File: src/rtl/bmp_stream_writer.sv
//============================================================================
// Module   : bmp_stream_writer
// Brief    : Serialises a 24-bit BMP file (54-byte header, then BGR pixel
//            bytes) from a stream of two-pixel beats, with a valid/ready
//            byte output.
// Revision : 1.0 - initial release
//============================================================================
`default_nettype none

module bmp_stream_writer #(
    parameter int WIDTH      = 768,
    parameter int HEIGHT     = 512,
    parameter int FIFO_DEPTH = 16
) (
    input  logic       HCLK,
    input  logic       HRESET,
    input  logic       VSYNC,
    input  logic       HSYNC,
    input  logic [7:0] DATA_R0,
    input  logic [7:0] DATA_G0,
    input  logic [7:0] DATA_B0,
    input  logic [7:0] DATA_R1,
    input  logic [7:0] DATA_G1,
    input  logic [7:0] DATA_B1,
    output logic [7:0] BYTE_OUT,
    output logic       BYTE_VALID,
    input  logic       BYTE_READY,
    output logic       BUSY,
    output logic       DONE,
    output logic       OVERFLOW
);

    localparam int                 c_AW        = (FIFO_DEPTH > 1) ? $clog2(FIFO_DEPTH) : 1;
    localparam int                 c_PIX_TOTAL = WIDTH * HEIGHT * 3;
    localparam int                 c_PIX_W     = ($clog2(c_PIX_TOTAL + 1) > 24) ? $clog2(c_PIX_TOTAL + 1) : 24;
    localparam logic [c_PIX_W-1:0] c_PIX_LAST  = c_PIX_W'(c_PIX_TOTAL - 1);
    localparam logic [31:0]        c_IMG_SIZE  = 32'(c_PIX_TOTAL);
    localparam logic [31:0]        c_FILE_SIZE = 32'(54 + c_PIX_TOTAL);
    localparam logic [5:0]         c_HDR_LAST  = 6'd53;

    localparam logic [1:0] c_IDLE   = 2'd0;
    localparam logic [1:0] c_HEADER = 2'd1;
    localparam logic [1:0] c_PIXELS = 2'd2;
    localparam logic [1:0] c_FINISH = 2'd3;

    logic [1:0]         r_state;
    logic [1:0]         w_next;
    logic               r_vsync_q;
    logic               w_vsync_rise;
    logic [5:0]         r_hdr_idx;
    logic [c_PIX_W-1:0] r_pix_cnt;
    logic [47:0]        r_mem [FIFO_DEPTH];
    logic [c_AW:0]      r_wr_ptr;
    logic [c_AW:0]      r_rd_ptr;
    logic               w_full;
    logic               w_empty;
    logic               w_push_req;
    logic               w_push;
    logic               w_pop;
    logic               w_xfer;
    logic               w_out_load;
    logic               w_pix_last;
    logic [47:0]        r_ser_data;
    logic [2:0]         r_ser_cnt;
    logic [7:0]         w_ser_byte;
    logic [7:0]         r_byte_out;
    logic               r_byte_valid;
    logic               r_overflow;

    // Header fields are 4-byte aligned from byte 2; bytes 26..29 pack planes=1, bpp=24.
    function automatic logic [7:0] f_hdr_byte(input logic [5:0] idx);
        logic [5:0]  v_off;
        logic [31:0] v_word;
        v_off = idx - 6'd2;
        case (v_off[5:2])
            4'd0:    v_word = c_FILE_SIZE;
            4'd2:    v_word = 32'd54;
            4'd3:    v_word = 32'd40;
            4'd4:    v_word = 32'(WIDTH);
            4'd5:    v_word = 32'(HEIGHT);
            4'd6:    v_word = 32'h0018_0001;
            4'd8:    v_word = c_IMG_SIZE;
            default: v_word = 32'd0;
        endcase
        if (idx == 6'd0)
            f_hdr_byte = 8'h42;
        else if (idx == 6'd1)
            f_hdr_byte = 8'h4D;
        else
            f_hdr_byte = v_word[{v_off[1:0], 3'b000} +: 8];
    endfunction

    assign w_vsync_rise = VSYNC & ~r_vsync_q;
    assign w_xfer       = r_byte_valid & BYTE_READY;
    assign w_out_load   = ~r_byte_valid | BYTE_READY;
    assign w_pix_last   = (r_state == c_PIXELS) && w_xfer && (r_pix_cnt == c_PIX_LAST);
    assign w_empty      = (r_wr_ptr == r_rd_ptr);
    assign w_full       = (r_wr_ptr[c_AW-1:0] == r_rd_ptr[c_AW-1:0]) && (r_wr_ptr[c_AW] != r_rd_ptr[c_AW]);
    assign w_pop        = (r_state == c_PIXELS) && !w_empty &&
                          ((r_ser_cnt == 3'd0) || ((r_ser_cnt == 3'd1) && w_out_load));
    assign w_push_req   = HSYNC && ((r_state == c_HEADER) || (r_state == c_PIXELS));
    assign w_push       = w_push_req && (!w_full || w_pop);

    // Remaining-byte count selects B0,G0,R0,B1,G1,R1 from the {R0,G0,B0,R1,G1,B1} beat.
    always_comb begin
        w_ser_byte = 8'd0;
        case (r_ser_cnt)
            3'd6:    w_ser_byte = r_ser_data[31:24];
            3'd5:    w_ser_byte = r_ser_data[39:32];
            3'd4:    w_ser_byte = r_ser_data[47:40];
            3'd3:    w_ser_byte = r_ser_data[7:0];
            3'd2:    w_ser_byte = r_ser_data[15:8];
            3'd1:    w_ser_byte = r_ser_data[23:16];
            default: w_ser_byte = 8'd0;
        endcase
    end

    always_ff @(posedge HCLK) begin
        if (HRESET)
            r_state <= c_IDLE;
        else
            r_state <= w_next;
    end

    always_comb begin
        w_next = r_state;
        case (r_state)
            c_IDLE:   if (w_vsync_rise) w_next = c_HEADER;
            c_HEADER: if (w_xfer && (r_hdr_idx == c_HDR_LAST)) w_next = c_PIXELS;
            c_PIXELS: if (w_pix_last) w_next = c_FINISH;
            default:  w_next = c_IDLE;
        endcase
    end

    always_comb begin
        BUSY = (r_state != c_IDLE);
        DONE = w_pix_last;
    end

    always_ff @(posedge HCLK) begin
        if (w_push)
            r_mem[r_wr_ptr[c_AW-1:0]] <= {DATA_R0, DATA_G0, DATA_B0, DATA_R1, DATA_G1, DATA_B1};
    end

    always_ff @(posedge HCLK) begin
        if (HRESET) begin
            r_vsync_q    <= 1'b0;
            r_hdr_idx    <= 6'd0;
            r_pix_cnt    <= '0;
            r_wr_ptr     <= '0;
            r_rd_ptr     <= '0;
            r_ser_data   <= 48'd0;
            r_ser_cnt    <= 3'd0;
            r_byte_out   <= 8'd0;
            r_byte_valid <= 1'b0;
            r_overflow   <= 1'b0;
        end else begin
            r_vsync_q <= VSYNC;
            if (w_push_req && w_full && !w_pop)
                r_overflow <= 1'b1;
            if (w_push)
                r_wr_ptr <= r_wr_ptr + (c_AW+1)'(1);
            if (r_state == c_FINISH)
                r_rd_ptr <= r_wr_ptr;
            else if (w_pop)
                r_rd_ptr <= r_rd_ptr + (c_AW+1)'(1);

            case (r_state)
                c_IDLE: begin
                    if (w_vsync_rise) begin
                        r_byte_out   <= f_hdr_byte(6'd0);
                        r_byte_valid <= 1'b1;
                        r_hdr_idx    <= 6'd0;
                        r_pix_cnt    <= '0;
                        r_ser_cnt    <= 3'd0;
                    end
                end
                c_HEADER: begin
                    if (w_xfer) begin
                        if (r_hdr_idx == c_HDR_LAST) begin
                            r_byte_valid <= 1'b0;
                        end else begin
                            r_hdr_idx  <= r_hdr_idx + 6'd1;
                            r_byte_out <= f_hdr_byte(r_hdr_idx + 6'd1);
                        end
                    end
                end
                c_PIXELS: begin
                    if (w_xfer)
                        r_pix_cnt <= r_pix_cnt + c_PIX_W'(1);
                    if (w_out_load) begin
                        if (r_ser_cnt != 3'd0) begin
                            r_byte_out   <= w_ser_byte;
                            r_byte_valid <= 1'b1;
                            r_ser_cnt    <= r_ser_cnt - 3'd1;
                        end else begin
                            r_byte_valid <= 1'b0;
                        end
                    end
                    // A pop refills the serializer after its last byte has moved out.
                    if (w_pop) begin
                        r_ser_data <= r_mem[r_rd_ptr[c_AW-1:0]];
                        r_ser_cnt  <= 3'd6;
                    end
                end
                default: begin
                    r_byte_valid <= 1'b0;
                    r_ser_cnt    <= 3'd0;
                end
            endcase
        end
    end

    assign BYTE_OUT   = r_byte_out;
    assign BYTE_VALID = r_byte_valid;
    assign OVERFLOW   = r_overflow;

endmodule

`default_nettype wire

File: config.mk
export PLATFORM = sky130hd
export DESIGN_NAME = bmp_stream_writer
export DESIGN_NICKNAME = d
export VERILOG_FILES = /design/src/rtl/bmp_stream_writer.sv
export SDC_FILE = /design/constraint.sdc
export NUM_CORES = 1
export LEC_CHECK = 0
export ABC_CLOCK_PERIOD_IN_PS = 7500
export BUFFER_PORTS_ARGS = -buffer_cell sky130_fd_sc_hd__clkbuf_2
export CAP_MARGIN = 0
export CORE_MARGIN = 2
export CORE_UTILIZATION = 45
export CTS_BUF_LIST = sky130_fd_sc_hd__clkbuf_2 sky130_fd_sc_hd__clkbuf_4 sky130_fd_sc_hd__clkbuf_8
export CTS_CLUSTER_SIZE = 24
export DETAILED_ROUTE_END_ITERATION = 7
export GPL_TIMING_DRIVEN = 1
export PLACE_DENSITY_LB_ADDON = 0.05
export SLEW_MARGIN = 40
export SYNTH_ARGS = -nofsm -noshare
export SYNTH_HDL_FRONTEND = slang
export SYNTH_SLANG_ARGS = --single-unit
File: constraint.sdc
create_clock -name HCLK -period 7.5 [get_ports HCLK]
set_input_delay 0 -clock HCLK [delete_from_list [all_inputs] [get_ports HCLK]]
set_output_delay 0 -clock HCLK [all_outputs]
set_load 0.03 [all_outputs]
Yosys cells after proc, flatten, opt, wreduce, memory -nomap -nowiden
Memories as Yosys holds them, arrays and structs flattened. A register that Yosys moved wholly into a read port is not among the register bits.
Cells that the tools add are included.

operators by class
  add/subtract/negate cells = 6
  muxes and demuxes = 40
  reductions and logical operators = 34
  equality and inequality tests = 32
  bitwise logic cells = 6
  shift-type cells = 1

operators by type and width
  operator                                                                  number
  21-bit one-hot mux with 7 select lines                                    1
  32-bit 2-to-1 mux                                                         4
  8-bit 2-to-1 mux                                                          7
  24-bit 2-to-1 mux                                                         2
  24-bit one-hot mux with 2 select lines                                    1
  8-bit one-hot mux with 6 select lines                                     1
  32-bit by 6-bit variable part select with 8-bit output                    1
  24-bit by 1-bit adder with 24-bit output (second input constant)          1
  24-bit by 21-bit equality test with 1-bit output (second input constant)  1
  8-bit one-hot mux with 3 select lines                                     1
  6-bit 2-to-1 mux                                                          3
  4-bit by 3-bit equality test with 1-bit output (second input constant)    3
  3-bit 2-to-1 mux                                                          4
  2-bit inequality test (second input constant)                             6
  6-bit one-hot mux with 2 select lines                                     1
  4-bit AND reduction                                                       3
  1-bit logical AND                                                         11
  5-bit by 1-bit adder with 5-bit output (second input constant)            2
  5-bit 2-to-1 mux                                                          2
  3-bit equality test (second input constant)                               3
  3-bit one-hot mux with 3 select lines                                     1
  4-bit by 2-bit equality test with 1-bit output (second input constant)    2
  2-bit nonzero test                                                        4
  1-bit 2-to-1 mux                                                          7
  32 further kinds                                                          47

word-level totals
  output and inout port bits = 12
  input port bits = 53
  bits in registers = 56
  RAM bits = 768
  word-level logic and storage cells = 130
  memories kept = 1

memory list
  memory  depth  bits a word  rd ports  clocked after Yosys merged registers in  wr ports  line  source
  r_mem   16     48           1         1                                        1         52    logic [47:0] r_mem [FIFO_DEPTH];

Logic depth before layout (Yosys ltp)
Gate-level depths: netlist (run 1).

  depth after elaboration = 14
  mapped depth = 12
  gate-level depth less buffers = 10

Worst setup path before layout (run 1)
Ideal clock, no wire load.

  path type = flip-flop to flip-flop
  from = register r_ser_cnt[0]
  to = memory r_mem[0][0], enable pin
  path slack = 2003 ps
  setup time = 513 ps
  clock period less this slack = 5497 ps
  path buffers = 2
  cell stages (with the launch flop) = 10
  data arrival time = 4984 ps
  path through = dfxtp_1 inv_1 ha_1 clkbuf_1 a21oi_1 o211ai_1 and2_1 clkbuf_1 nand2_1 nor3_1

on the way
  cells in the longest elaborated chain, start to end = 8
  elaborated cells between the ends (all ways) = 9
  classes of those cells = 1 x eq/ne; 2 x mux; 6 x reduce/logical

RTL lines
  what                                            line  source
  start: declaration                              64    logic [2:0] r_ser_cnt;
  start signal: assignment                        195   r_ser_cnt <= r_ser_cnt - 3'd1;
  3-bit by 1-bit equality test with 1-bit output  100   ((r_ser_cnt == 3'd0) || ((r_ser_cnt == 3'd1) && w_out_load));
  1-bit logical AND                               100
  1-bit logical OR (*)                            100
  1-bit logical AND (*)                           99    assign w_pop = (r_state == c_PIXELS) && !w_empty &&
  1-bit logical OR (*)                            102   assign w_push = w_push_req && (!w_full || w_pop);
  1-bit logical AND (*)                           102
  1-bit 2-to-1 mux (*)                            141   if (w_push)
  1-bit 2-to-1 mux (implied by the code) (*)      142   r_mem[r_wr_ptr[c_AW-1:0]] <= {DATA_R0, DATA_G0, DATA_B0, DATA_R1, DATA_G1, DATA_B1};
  end: declaration                                52

Mark *: on every way between the ends. The rest lies on a longest branch, timed or not.

Final worst setup path (run 1)
  from = register r_ser_cnt[1]
  to = memory r_mem[3][33], enable pin

The elaborated chain is that of the path after synthesis.

==> metrics.cfg, run 1 <==
[clock_tree]
path_clk_slew_ps = 60
cts.sinks = 872
cts_buffers = 146
htree_num_levels = 4
max-clock-path-buffers = 3
cts_tree = done
cts_setup_buffers = 0
cts_resized = 0
cts-root-buf = clkbuf_8
clk_latency_ps = 790

[sta]
clock_skew_ps = 34.95
fin_tns_setup_ps = 0
final-setup-viol-count = 0
worst_slack_ps = 3397
period_share = 0.5470
min_period_ps = 4103
slew_violations = 0
hold_viol_final = 0
rsz0062_at_grt = false
slew_headroom = 0.3925
hold_ws_ps = 178.5
worstMarginPinSlew_ps = 903.0
fmax_mhz = 243.7

[place]
placed_area_sq_um = 35960
hpwlAfterDp_um = 44560
place.gp.congestion = 0.8227
portBuffers = 64
dp_slack_ps = 3410

[grt]
track_usage = 0.2139
grt_pass1_wl_um = 120500
grt_start_max_net_pins = 87
antenna_found_initial = 1
grt_pass1_vias = 18220
grt_overflow = 0

[floorplanning]
die_h_um = 279.9
dieArea_sq_um = 78330
fp-row-count = 101
io_pins = 65
die_x_um = 279.9
fp.coreArea_sq_um = 75700
start_util = 0.4525

[yosys]
avgSynthCellArea_sq_um = 19.30
synthesis.area_sq_um = 34250
netlist-cell-type-count = 66
syn_nets = 1847
synth-main-ff-cell = edfxtp_1
yosys_register_bits = 872
yosysSeqAreaShare = 0.7342
async_reset_ff_frac = 0
synth_cells = 1775
yosys_warnings = 0
synth_edf_count = 768

[final_layout]
nFillCells = 6134
drive_above_1_share = 0.2881
final_area_sq_um = 39290
final_common_cell = edfxtp_1
num-nets-final = 2052
final_cell_mix = 768 x edfxtp_1, 240 x mux4_2, 149 x clkbuf_8
synthToLayoutAreaGrowth_pct = 14.71

[power_and_ir_drop]
p_per_area_nw_per_um2 = 292.4
p_total_mw = 11.49
ir_worst_vdd_v = 0.0001464
leakage_nw = 12.11

[flow_run]
cap_violations = 0

[detailed_routing]
drcViolationCount = 0
viasPerCell = 5.705
drt-initial-drc-count = 1343
dr.pass1.iters = 6
wl_per_cell_um = 26.50
drt-total-wl_um = 81410
drtAntennaViolNets = 0
vias = 17530

[critical_path]
critPathBufInv = 2
critical_path_class = register to register
crit_chain = inv_1 > ha_1 > a21oi_1 > o211ai_1 > nand3_1 > nor3_2 > buf_6
cp-start-kind = register
slowest_delay_ps = 770
required_ps = 7890
cp_max_fo = 41
path_delay_family = simple AND/OR/NAND/NOR gates
worst_ep_arrival_time_ps = 4490
end_kind = register
crit_slowest_cell = nor3_2

[hold_path]
hp-class = primary input to register

[status]
outcome = finished, final reports clean

## path summary, 6_finish.rpt
check                from           end  slack, ps  cells past startpoint
max reg2reg  r_ser_cnt[1]  r_mem[3][33]       3400                      7
min reg2reg   BYTE_OUT[6]   BYTE_OUT[6]        460                      2
max          r_ser_cnt[1]  r_mem[3][33]       3400                      7
min            DATA_R0[5]  r_mem[7][45]        180                      2
## per-layer routing
metal,part of all wire,global-route usage,vias to the layer above
met5,0,0,-
met4,0.019,0.06568,0
met3,0.052,0.04012,110
met2,0.49,0.3457,474
met1,0.44,0.2971,9287
li1,-,-,7656
## state kept, by name (all words and copies together) (netlist names)
name,flops
BYTE_VALID,1
r_hdr_idx,6
r_ser_data,48
r_pix_cnt,24
BYTE_OUT,8
OVERFLOW,1
r_state,2
r_ser_cnt,3
r_rd_ptr,5
r_mem,768
r_vsync_q,1
r_wr_ptr,5
## cells in the mapped netlist, types with 10 or more instances
library cell / count / share of area
edfxtp_1: 768 / 0.67
mux4_2: 240 / 0.16
nand2_1: 140 / 0.015
dfxtp_1: 104 / 0.061
a21oi_1: 74 / 0.011
nor2_1: 68 / 0.0075
clkbuf_1: 65 / 0.0071
buf_2: 24 / 0.0035
nor3_1: 22 / 0.0032
nand3_1: 20 / 0.0029
xnor2_1: 20 / 0.0051
ha_1: 19 / 0.0069
xor2_1: 19 / 0.0049
inv_1: 16 / 0.0018
a222oi_1: 12 / 0.0035
or3_1: 10 / 0.0018
## cell families after synthesis
kind of cell / count (synthesis) / synth area share
xor+xnor: 39 / 0.009973
buf+inv: 118 / 0.01425
flops: 872 / 0.7342
compound gates: 152 / 0.02934
mux: 251 / 0.1612
fa+ha+maj: 19 / 0.006941
simple gates: 324 / 0.04413
## report_power, final
group / switching (mW) / leakage, nW / internal [mW]
Combinational: 1.05 / 2.92 / 0.885
Clock: 1.85 / 1.44 / 2.12
Sequential: 0.121 / 7.75 / 5.46
Total: 3.03 / 12.1 / 8.46
## layout make-up
type | instances | area, sq um | area share
antenna | 1 | 2.502 | 0.00006369
clock buffer | 204 | 2464 | 0.06271
clock inverter | 57 | 281.5 | 0.007166
inverter | 17 | 63.81 | 0.001624
multi-input combinational | 785 | 8738 | 0.2224
sequential | 872 | 25160 | 0.6404
tap | 978 | 1224 | 0.03115
timing repair buffer | 158 | 1355 | 0.03449
## through the flow
step,cells,util
after global placement,2746,0.4722
after floorplan,1775,-
after CTS,3070,0.5186
after global routing,3072,0.5190
after detailed placement,2754,0.4750
final,3072,0.5190
## timing repair
| item | in CTS | in global routing |
|---|---|---|
| endpoints found under the hold margin | 854 | 0 |
| endpoints found under the setup margin | 0 | 0 |
| hold buffers | 55 | 0 |
No activity file was read; power rests on OpenSTA's default activity.
==> run 2, diff against run 1 <==
ABC_AREA = 1   (was default)
ABC_CLOCK_PERIOD_IN_PS = 3900   (was 7500)
clock period = 3.9 ns   (was 7.5 ns; I/O delays follow)
==> run 2 against run 1 <==
Compared with the run above:
- hold slack improved by 92 ps
- sequential share of layout area decreased by 0.43 points
- clock-buffer cell count increased by 6
- global-route usage increased by 4.4 points
- largest cell class unchanged
- die area increased by 1.1%
- clock power increased by 99%
- worst setup slack got worse by 2500 ps
==> metrics.cfg, run 2 <==
[yosys]
avgSynthCellArea_sq_um = 12.66  ; was 19.30 sq um
synth-main-ff-cell = edfxtp_1  ; unchanged
synth_compound_area_frac = 0.1414  ; was 0.02934
synth_edf_count = 768  ; unchanged
synth_cells = 2737  ; was 1775
synth_top_family_by_area = compound AO/OA/AOI/OAI gates  ; was multiplexers
yosysSeqAreaShare = 0.7259  ; was 0.7342
yosys_register_bits = 872  ; unchanged
synth_most_common_cell = edfxtp_1  ; unchanged
muxShareOfSynthArea = 0  ; was 0.1612
synth_commonest_cells = 768 x edfxtp_1, 445 x o21ai_0, 442 x nor2_1, 135 x nand2_1, 133 x clkbuf_1  ; was 768 x edfxtp_1, 240 x mux4_2, 140 x nand2_1, 104 x dfxtp_1, 74 x a21oi_1
synthAdderAreaFrac = 0.006863  ; was 0.006941
synthTopCellsByArea = edfxtp_1 67%, o21ai_0 6.4%, dfxtp_1 6.0%, nor2_1 4.8%, o221ai_1 2.0%  ; was edfxtp_1 67%, mux4_2 16%, dfxtp_1 6.1%, nand2_1 1.5%, a21oi_1 1.1%
synth-xor-area-share = 0.001770  ; was 0.009973
yosys_warnings = 0  ; unchanged
yosysTopAreaCellShare = 0.6658  ; was 0.6734
yosysTopAreaCell = edfxtp_1  ; unchanged
async_reset_ff_frac = 0  ; unchanged
yosys.area_share.simple = 0.09254  ; was 0.04413
synthesis.area_sq_um = 34640  ; was 34250 sq um
syn_nets = 2809  ; was 1847
netlist-cell-type-count = 55  ; was 66

[power_and_ir_drop]
p_per_area_nw_per_um2 = 542.7  ; was 292.4 nW/um^2
leakage_nw = 13.24  ; was 12.11 nW
ir_worst_vdd_v = 0.0002651  ; was 0.0001464 V
p_total_mw = 21.46  ; was 11.49 mW

[grt]
antenna_found_initial = 5  ; was 1
grt_overflow = 0  ; unchanged
track_usage = 0.2578  ; was 0.2139
grt_pass1_wl_um = 147900  ; was 120500 um
grt_pass1_vias = 22310  ; was 18220
grt_start_max_net_pins = 203  ; was 87

[floorplanning]
fp.coreArea_sq_um = 76080  ; was 75700 sq um
die_x_um = 281.4  ; was 279.9 um
dieArea_sq_um = 79210  ; was 78330 sq um
die_h_um = 281.4  ; was 279.9 um
fp-row-count = 101  ; unchanged
io_pins = 65  ; unchanged
start_util = 0.4553  ; was 0.4525

[critical_path]
end_kind = register  ; unchanged
crit_slowest_cell = ha_1  ; was nor3_2
cp-start-kind = register  ; unchanged
reg2regPathDepth = 11  ; was 7
slowest_delay_ps = 430  ; was 770 ps
crit_path_start = r_state[0]  ; was r_ser_cnt[1]
critical_path_class = register to register  ; unchanged
critPathBufInv = 4  ; was 2
endpoint = r_mem[5][31]  ; was r_mem[3][33]
required_ps = 4320  ; was 7890 ps
cp_max_fo = 25  ; was 41
timing.rr.end = r_mem[5][31]  ; was r_mem[3][33]
worst_ep_arrival_time_ps = 3450  ; was 4490 ps
path_delay_family = simple AND/OR/NAND/NOR gates  ; unchanged
crit_chain = inv_1 > ha_1 > inv_4 > a21oi_1 > nand2_2 > nand2_4 > nand3_4 > inv_2 > nand2_1 > nor2_4 > buf_4  ; was inv_1 > ha_1 > a21oi_1 > o211ai_1 > nand3_1 > nor3_2 > buf_6
r2r_slack_ps = 870  ; was 3400 ps
path_depth = 11  ; was 7
r2r_start = r_state[0]  ; was r_ser_cnt[1]

[clock_tree]
max-clock-path-buffers = 3  ; unchanged
cts-root-buf = clkbuf_8  ; unchanged
cts_resized = 0  ; unchanged
cts_buffers = 148  ; was 146
clk_latency_ps = 790  ; about the same
cts.sinks = 872  ; unchanged
cts_tree = done  ; unchanged
path_clk_slew_ps = 60  ; about the same
htree_num_levels = 4  ; unchanged

[detailed_routing]
drt-initial-drc-count = 3132  ; was 1343
vias = 23450  ; was 17530
drt-total-wl_um = 101900  ; was 81410 um
drtAntennaViolNets = 0  ; unchanged
dr.pass1.iters = 7  ; was 6
viasPerCell = 5.824  ; was 5.705
drcViolationCount = 0  ; unchanged
wl_per_cell_um = 25.30  ; was 26.50 um

[place]
placed_area_sq_um = 36110  ; was 35960 sq um
hpwlAfterDp_um = 61620  ; was 44560 um
portBuffers = 64  ; unchanged
place.gp.congestion = 0.8361  ; was 0.8227

[sta]
hold_ws_ps = 270.2  ; was 178.5 ps
rsz0062_at_grt = false  ; unchanged
fin_tns_setup_ps = 0  ; unchanged
fmax_mhz = 329.9  ; was 243.7 MHz
min_period_ps = 3031  ; was 4103 ps
period_share = 0.7771  ; was 0.5470
clock_skew_ps = 39.51  ; was 34.95 ps
hold_viol_final = 0  ; unchanged
worstMarginPinSlew_ps = 878.4  ; was 903.0 ps
final-setup-viol-count = 0  ; unchanged
slew_violations = 0  ; unchanged
slew_headroom = 0.4136  ; was 0.3925

[flow_run]
cap_violations = 0  ; unchanged

[final_layout]
nFillCells = 6696  ; was 6134
final_common_cell = edfxtp_1  ; unchanged
final_area_sq_um = 39550  ; was 39290 sq um
drive_above_1_share = 0.1389  ; was 0.2881
largest_register_ffs = 768  ; unchanged
synthToLayoutAreaGrowth_pct = 14.17  ; was 14.71%
final_cell_mix = 768 x edfxtp_1, 445 x o21ai_0, 426 x nor2_1  ; was 768 x edfxtp_1, 240 x mux4_2, 149 x clkbuf_8
num-nets-final = 2950  ; was 2052

[hold_path]
hp-class = primary input to register  ; unchanged

[status]
outcome = finished, final reports clean  ; unchanged

## run 2: cell count changes after synthesis, moves of 55 or more
cell / previous run / this run
o21ai_0: 9 / 445
clkbuf_1: 65 / 133
nor2_1: 68 / 442
inv_1: 16 / 71
mux4_2: 240 / 0
nand3_1: 20 / 94
o22ai_1: 2 / 112
o221ai_1: 0 / 81
## run 2: final cells by class
cell class / instances / area, sq um / share of cell area
clock inverters: 56 / 289.0 / 0.007308
well taps: 1030 / 1289 / 0.03259
clock buffers: 210 / 2571 / 0.06501
multi-input cells: 1600 / 8528 / 0.2156
inverters: 77 / 301.5 / 0.007624
flip-flops and latches: 872 / 25160 / 0.6361
repair buffers: 179 / 1410 / 0.03565
diodes: 2 / 5.005 / 0.0001265
## run 2: kinds of logic after synthesis
| kind of cell | count (synthesis) |
|---|---|
| AND/OR/NAND/NOR | 749 |
| flip-flops | 872 |
| XOR/XNOR | 7 |
| AO/OA/AOI/OAI | 825 |
| adder cells (fa/ha/maj) | 19 |
| buffers and inverters | 265 |
## run 2: routing by layer
layer  track usage  routed length, um  vias to the layer above
li1              -                  -                    10610
met1        0.3878              46740                    11750
met2        0.3705              44140                      930
met3       0.05419               7938                      160
met4       0.08893               3042                        2
met5             0                  9                        -
## run 2: worst reg2reg max path, delay by kind of cell, from the launching register on
family / cells / cell delay, ps
and+or+nand+nor: 5 / 790
buffers and inverters: 4 / 790
adders and majority gates: 1 / 430
DFF: 1 / 340
AOI/OAI and AO/OA: 1 / 270
## run 2: repair_timing
item | 4_1_cts | 5_1_grt
setup buffers | 0 | 0
endpoints found under the hold margin | 812 | 0
setup endpoints to repair | 0 | 0
hold buffers | 54 | 0
## run 2: how the worst min path moves through the flow
stage	startpoint	end	slack [ps]	depth (start not counted)
3_5_place_dp	VSYNC	r_vsync_q	310	3
5_1_grt	HSYNC	r_wr_ptr[1]	270	4
6_report	HSYNC	r_wr_ptr[1]	270	4
4_1_cts	HSYNC	r_wr_ptr[0]	220	4
3_3_place_gp	VSYNC	r_vsync_q	310	3
2_1_floorplan	HRESET	r_rd_ptr[0]	80	1
## run 2: stage by stage
step	utilization	std cells	setup slack [ps]
final	0.5199	4026	869.2
after global placement	0.4745	3700	1016
after detailed placement	0.4746	3701	906.1
after CTS	0.5193	4021	853.2
after global routing	0.5198	4025	688.4
after floorplan	-	2737	-116.7
## run 2: power by group
| part | internal, mW | total [mW] | switching, mW |
|---|---|---|---|
| Clock | 4.31 | 7.92 | 3.61 |
| Combinational | 0.750 | 2.88 | 2.13 |
| Sequential | 10.5 | 10.7 | 0.199 |
| Total | 15.5 | 21.5 | 5.93 |
